## src/rtl/aes_inv_mcol_iter.sv

```systemverilog
// aes_inv_mcol_iter: iterative AES InvMixColumns, one column per clock,
// valid/ready on both sides. Nb comes from the aes_const package below.
package aes_const;
   localparam int Nb = 4;
endpackage

module aes_inv_mcol_iter
   import aes_const::*;
(
   input  logic       clock,
   input  logic       reset,
   input  logic       valid_in,
   output logic       ready_in,
   input  logic [7:0] State_in [0:4*Nb-1],
   output logic       valid_out,
   input  logic       ready_out,
   output logic [7:0] State_out [0:4*Nb-1]
);
   localparam int CW = (Nb > 1) ? $clog2(Nb) : 1;
   typedef enum logic [1:0] {IDLE, BUSY, DONE} state_t;
   state_t        state_q;
   logic [CW-1:0] cnt_q;
   logic          valid_q;
   logic [7:0]    st_q [0:4*Nb-1];
   logic [7:0]    a [4];
   logic [7:0]    col [4];
   logic          last;

   function automatic logic [7:0] xt(input logic [7:0] b);
      return {b[6:0], 1'b0} ^ (b[7] ? 8'h1B : 8'h00);
   endfunction

   // k selects which of b, x2, x4, x8 are summed (0x09/0x0B/0x0D/0x0E)
   function automatic logic [7:0] gmul(input logic [7:0] b, input logic [3:0] k);
      logic [7:0] x2, x4, x8;
      x2 = xt(b);
      x4 = xt(x2);
      x8 = xt(x4);
      return (k[3] ? x8 : 8'h00) ^ (k[2] ? x4 : 8'h00) ^ (k[1] ? x2 : 8'h00) ^ (k[0] ? b : 8'h00);
   endfunction

   always_comb begin
      for (int i = 0; i < 4; i++) a[i] = 8'h00;
      for (int j = 0; j < Nb; j++)
         for (int i = 0; i < 4; i++)
            if (cnt_q == CW'(j)) a[i] = st_q[4*j+i];
      for (int i = 0; i < 4; i++)
         col[i] = gmul(a[i], 4'hE) ^ gmul(a[(i+1)%4], 4'hB) ^ gmul(a[(i+2)%4], 4'hD) ^ gmul(a[(i+3)%4], 4'h9);
   end

   assign last      = cnt_q == CW'(Nb-1);
   assign ready_in  = (state_q == IDLE) || (state_q == DONE && ready_out);
   assign valid_out = valid_q;
   assign State_out = st_q;

   always_ff @(posedge clock or negedge reset) begin
      if (!reset) begin
         state_q <= IDLE;
         cnt_q   <= '0;
         valid_q <= 1'b0;
         for (int k = 0; k < 4*Nb; k++) st_q[k] <= 8'h00;
      end else begin
         case (state_q)
            IDLE: if (valid_in) begin
               st_q    <= State_in;
               cnt_q   <= '0;
               state_q <= BUSY;
            end
            BUSY: begin
               for (int j = 0; j < Nb; j++)
                  for (int i = 0; i < 4; i++)
                     if (cnt_q == CW'(j)) st_q[4*j+i] <= col[i];
               cnt_q <= last ? '0 : cnt_q + CW'(1);
               if (last) begin
                  state_q <= DONE;
                  valid_q <= 1'b1;
               end
            end
            DONE: if (ready_out) begin
               valid_q <= 1'b0;
               state_q <= IDLE;
               if (valid_in) begin
                  st_q    <= State_in;
                  cnt_q   <= '0;
                  state_q <= BUSY;
               end
            end
            default: state_q <= IDLE;
         endcase
      end
   end
endmodule

```

## config.mk

```make
export PLATFORM = sky130hd
export DESIGN_NAME = aes_inv_mcol_iter
export DESIGN_NICKNAME = d
export VERILOG_FILES = /design/src/rtl/aes_inv_mcol_iter.sv
export SDC_FILE = /design/constraint.sdc
export NUM_CORES = 1
export LEC_CHECK = 0
export CAP_MARGIN = 10
export CORE_MARGIN = 2
export CORE_UTILIZATION = 45
export CTS_CLUSTER_SIZE = 24
export DETAILED_ROUTE_END_ITERATION = 10
export GPL_TIMING_DRIVEN = 0
export PLACE_DENSITY_LB_ADDON = 0.2
export SYNTH_ARGS = -nofsm -noshare
export SYNTH_HDL_FRONTEND = slang
export SYNTH_SLANG_ARGS = --single-unit
```

## constraint.sdc

```tcl
create_clock -name clock -period 7.86 [get_ports clock]
set_input_delay 1.572 -clock clock [delete_from_list [all_inputs] [get_ports clock]]
set_output_delay 1.572 -clock clock [all_outputs]
set_load 0.01 [all_outputs]
```

# After elaboration in Yosys (flattened, before gate mapping)
# Cells that the tools add are included.
word_totals:
  ram_bits: 0
  romBits: 0
  ff_bits: 133
  memories: 0
  wordCells: 151
  latch_bits: 0
  out_inout_bits: 130
  in_bits: 132
op_classes:
  n_div: 0
  n_addsub: 1
  reduce_logical: 13
  n_shift: 0
  eq_ne: 11
  muxes: 59
  n_mul: 0
  magnitude_cmp: 0
  bitwise: 48
op_table:
  columns: ["op", "n"]
  rows:
  - ["$pmux W128 S3", 1]
  - ["$xor A8 B8 Y8", 37]
  - ["$mux W128", 2]
  - ["$mux W8", 32]
  - ["$xor A8 B5 Y8", 11]
  - ["$mux W5", 12]
  - ["$reduce_and A3 Y1", 6]
  - ["$mux W2", 6]
  - ["$ne A2 B2 Y1 const B", 6]
  - ["$pmux W2 S3", 2]
  - ["$eq A2 B2 Y1 const B", 3]
  - ["$eq A2 B1 Y1 const B", 2]
  - ["$logic_not A2 Y1", 2]
  - ["$mux W1", 3]
  - ["$reduce_bool A3 Y1", 1]
  - ["$add A2 B1 Y2 const B", 1]
  - ["$pmux W1 S2", 1]
  - ["$reduce_and A2 Y1", 1]
  - ["$reduce_bool A2 Y1", 1]
  - ["$logic_and A1 B1 Y1", 1]
  - ["$logic_or A1 B1 Y1", 1]

# Logic depth before layout (Yosys ltp)
depth:
  ltp_word: 18
  ltp_mapped: 14
  depth_no_buf: 11

# Least setup slack after synthesis
# OpenSTA, ideal clock, no wires.
synth_timing:
  path_kind: "input port to output port"
  start: "in ready_out"
  end: "out ready_in"
  n_path_buf: 0
  t_required_ps: 6288
  arrival_time_ps: 1936
  path_slack_ps: 4352
  stages: 2
  cell_sequence: "nand2b_1 nor2b_1"
synth_via:
  elab_chain_cells: 2
synth_lines:
  columns: ["element", "line_no", "rtl"]
  rows:
  - ["start, declared", "16", "input logic ready_out,"]
  - ["$logic_and A1 B1 Y1", "52", "assign ready_in = (state_q == IDLE) || (state_q == DONE && ready_out);"]
  - ["$logic_or A1 B1 Y1", "52", null]
  - ["end, declared", "13", "output logic ready_in,"]
# No other way between the ends.

# Worst setup path after layout
# Ends and elaborated chain as after synthesis.

==> reports/results.ini <==
[synth]
seq_area_frac_synth=0.361
synth_fp_nets=1147
yosysWarnings=0
yosys-top-cells-area=dfrtp_1 36%, xnor2_1 11%, nand2_1 6.2%, xnor3_1 4.6%, nor2_1 4.6%
synth_edf_count=0
synth.largest_area_cell=dfrtp_1
synthFlopType=dfrtp_1
synthCells=1011
async_reset_ff_frac=1.00
synth_top_area_frac=0.361
syn-cell-area_um2=9230
ys_ff_latch=133
synth.distinct_cells=52
syn_area_per_cell_um2=9.13

[min_path]
holdPathStages=2
hold_path_end=State_out[0]
hold_path_class=reg2reg
min_from=State_out[0]

[finish]
area_delta_synth_final_pct=38.8
layout.cells.non_filler=1575
n_antenna_cell=0
drive_gt1_frac=0.0751
final_util=0.635
num-nets-final=1428

[clocking]
cts-resized-gates=0
root_buffer=clkbuf_16
clockBufferDepth=2
clock_latency_ns=0.44
cts_tree=built
hold_buffers=0
cts-htree-levels=4
clk_pin_slew_ns=0.06
cts.sinks=133
postCtsSetupBuffers=0
cts_buffers=17

[die]
fp.coreArea_um2=20200
boundaryPins=262
initial_core_util=0.458
num_rows=52
dieArea_um2=21700
die_w_um=147
die_h_um=147

[grt]
grt_pass1_wl_um=56900
grt_antenna_before_repair=0
grt.total_usage=0.357
grt_start_max_net_pins=70
met1_usage=0.473
busiest_layer=met2
gr-usage-met3=0.0975
grt_pass1_vias=9304
grtUsageMet2=0.549
grt_overflow=0

[detailed_routing]
vias=9269
drt_pass1_iterations=8
via_per_inst=5.89
wl_um=38400
route.detailed.wl_per_inst_um=24.4
drt_iter0_drc=762
drc=0
ant_nets=0

[critical_path]
r2r_start=cnt_q[1]
crit_path_end_kind=output port
rr_endpoint=State_out[3]
crit_fanout=3
worstPathArrival_ns=2.96
cp.required_ns=6.29
r2r_cells=12
path_class=in2out
critPathLaunchType=input port
rrSetupSlack_ns=3.38

[sta]
setup_tns_ns=0
rsz0062_at_grt=false
maxSlewViolCount=0
fin_crit_sh=0.576
setup_viol=0
clock_skew_ns=0.00825
slew_headroom=0.152
tightest_slew_ns=1.27
fmax_mhz=221
final_hold_viol_count=0
fin_crit_ns=4.53

[status]
status=complete, no violations

[placement]
place_congestion=0.970
dp.cells=1543
io_buffer_count=261
hpwl_um=28300

[flow_run]
drv_cap=0

registers in the layout (all words and copies together) (netlist names):
signal and cells:
state_q 2, State_out 128, cnt_q 2, valid_out 1
placed cells by master, fill, tap and decap left out, types with 24 or more instances in the layout:
master and n:
a21oi_1 83, clkbuf_1 47, clkdlybuf4s50_1 260, dfrtp_1 133
nand2_1 152, nand3b_1 26, nor2_1 112, o21ai_0 24
o22a_1 28, o22ai_1 42, o31ai_1 28, xnor2_1 121
xor2_1 28
worst max-delay path by stage:
stage,from,endpoint,slack (ns),cells past startpoint
after global routing,ready_out,ready_in,3.24,4
after detailed placement,ready_out,State_out[24],3.03,9
after global placement,reset,State_out[49],-0.14,1
final,ready_out,ready_in,3.33,4
after CTS,ready_out,ready_in,3.33,4
after floorplan,ready_out,ready_in,4.35,2
area by class of cell:
| class | instances | area, µm² |
|---|---|---|
| Timing Repair Buffer | 262 | 2640 |
| Multi-Input combinational cell | 799 | 5550 |
| Clock buffer | 20 | 447 |
| Fill cell | 1755 | 7360 |
| Tap cell | 270 | 338 |
| Clock inverter | 12 | 155 |
| Inverter | 12 | 47.5 |
| Sequential cell | 133 | 3330 |
| Buffer | 67 | 304 |
logic make-up (layout without fill, tap and decap cells):
| kind of cell | after synthesis | after routing | synth area share |
|---|---|---|---|
| and+or+nand+nor | 317 | 317 | 0.148 |
| AOI/OAI and AO/OA | 286 | 286 | 0.218 |
| xor gates and xnor gates | 187 | 187 | 0.224 |
| DFF | 133 | 133 | 0.361 |
| buffers and inverters | 79 | 373 | 0.0381 |
| muxes | 5 | 5 | 0.00569 |
| adders and majority gates | 4 | 4 | 0.00542 |
worst max-delay path: stages:
cell	delay (ns)
clkdlybuf4s50_1	0.47
nand2b_1	0.13
nor2b_1	0.22
clkdlybuf4s50_1	0.57
synth_stat cells (all sizes together), types with 28 or more instances:
| master | instances |
|---|---|
| xor2 | 28 |
| a21oi | 88 |
| o22a | 28 |
| nand2 | 152 |
| o22ai | 42 |
| o31ai | 28 |
| a31oi | 32 |
| xnor2 | 138 |
| nor2 | 115 |
| clkbuf | 45 |
| dfrtp | 133 |
stage by stage:
stage	area, µm²	setup WS [ns]	hold slack, ns
after floorplan	9230	4.35	0.529
after global placement	12200	-0.143	0.498
after detailed placement	12200	3.03	0.507
after CTS	12800	3.33	0.521
after global routing	12800	3.24	0.554
final	12800	3.33	0.520
metal layers:
metal  up-vias  wire length, µm
met5         -                0
met4         0             1660
met3       123             4620
met2       664            17100
met1      4389            15000
li1       4093                -
Power is not shown: default switching activity piles up to over one toggle a cycle in this logic, so the estimate is an artifact.
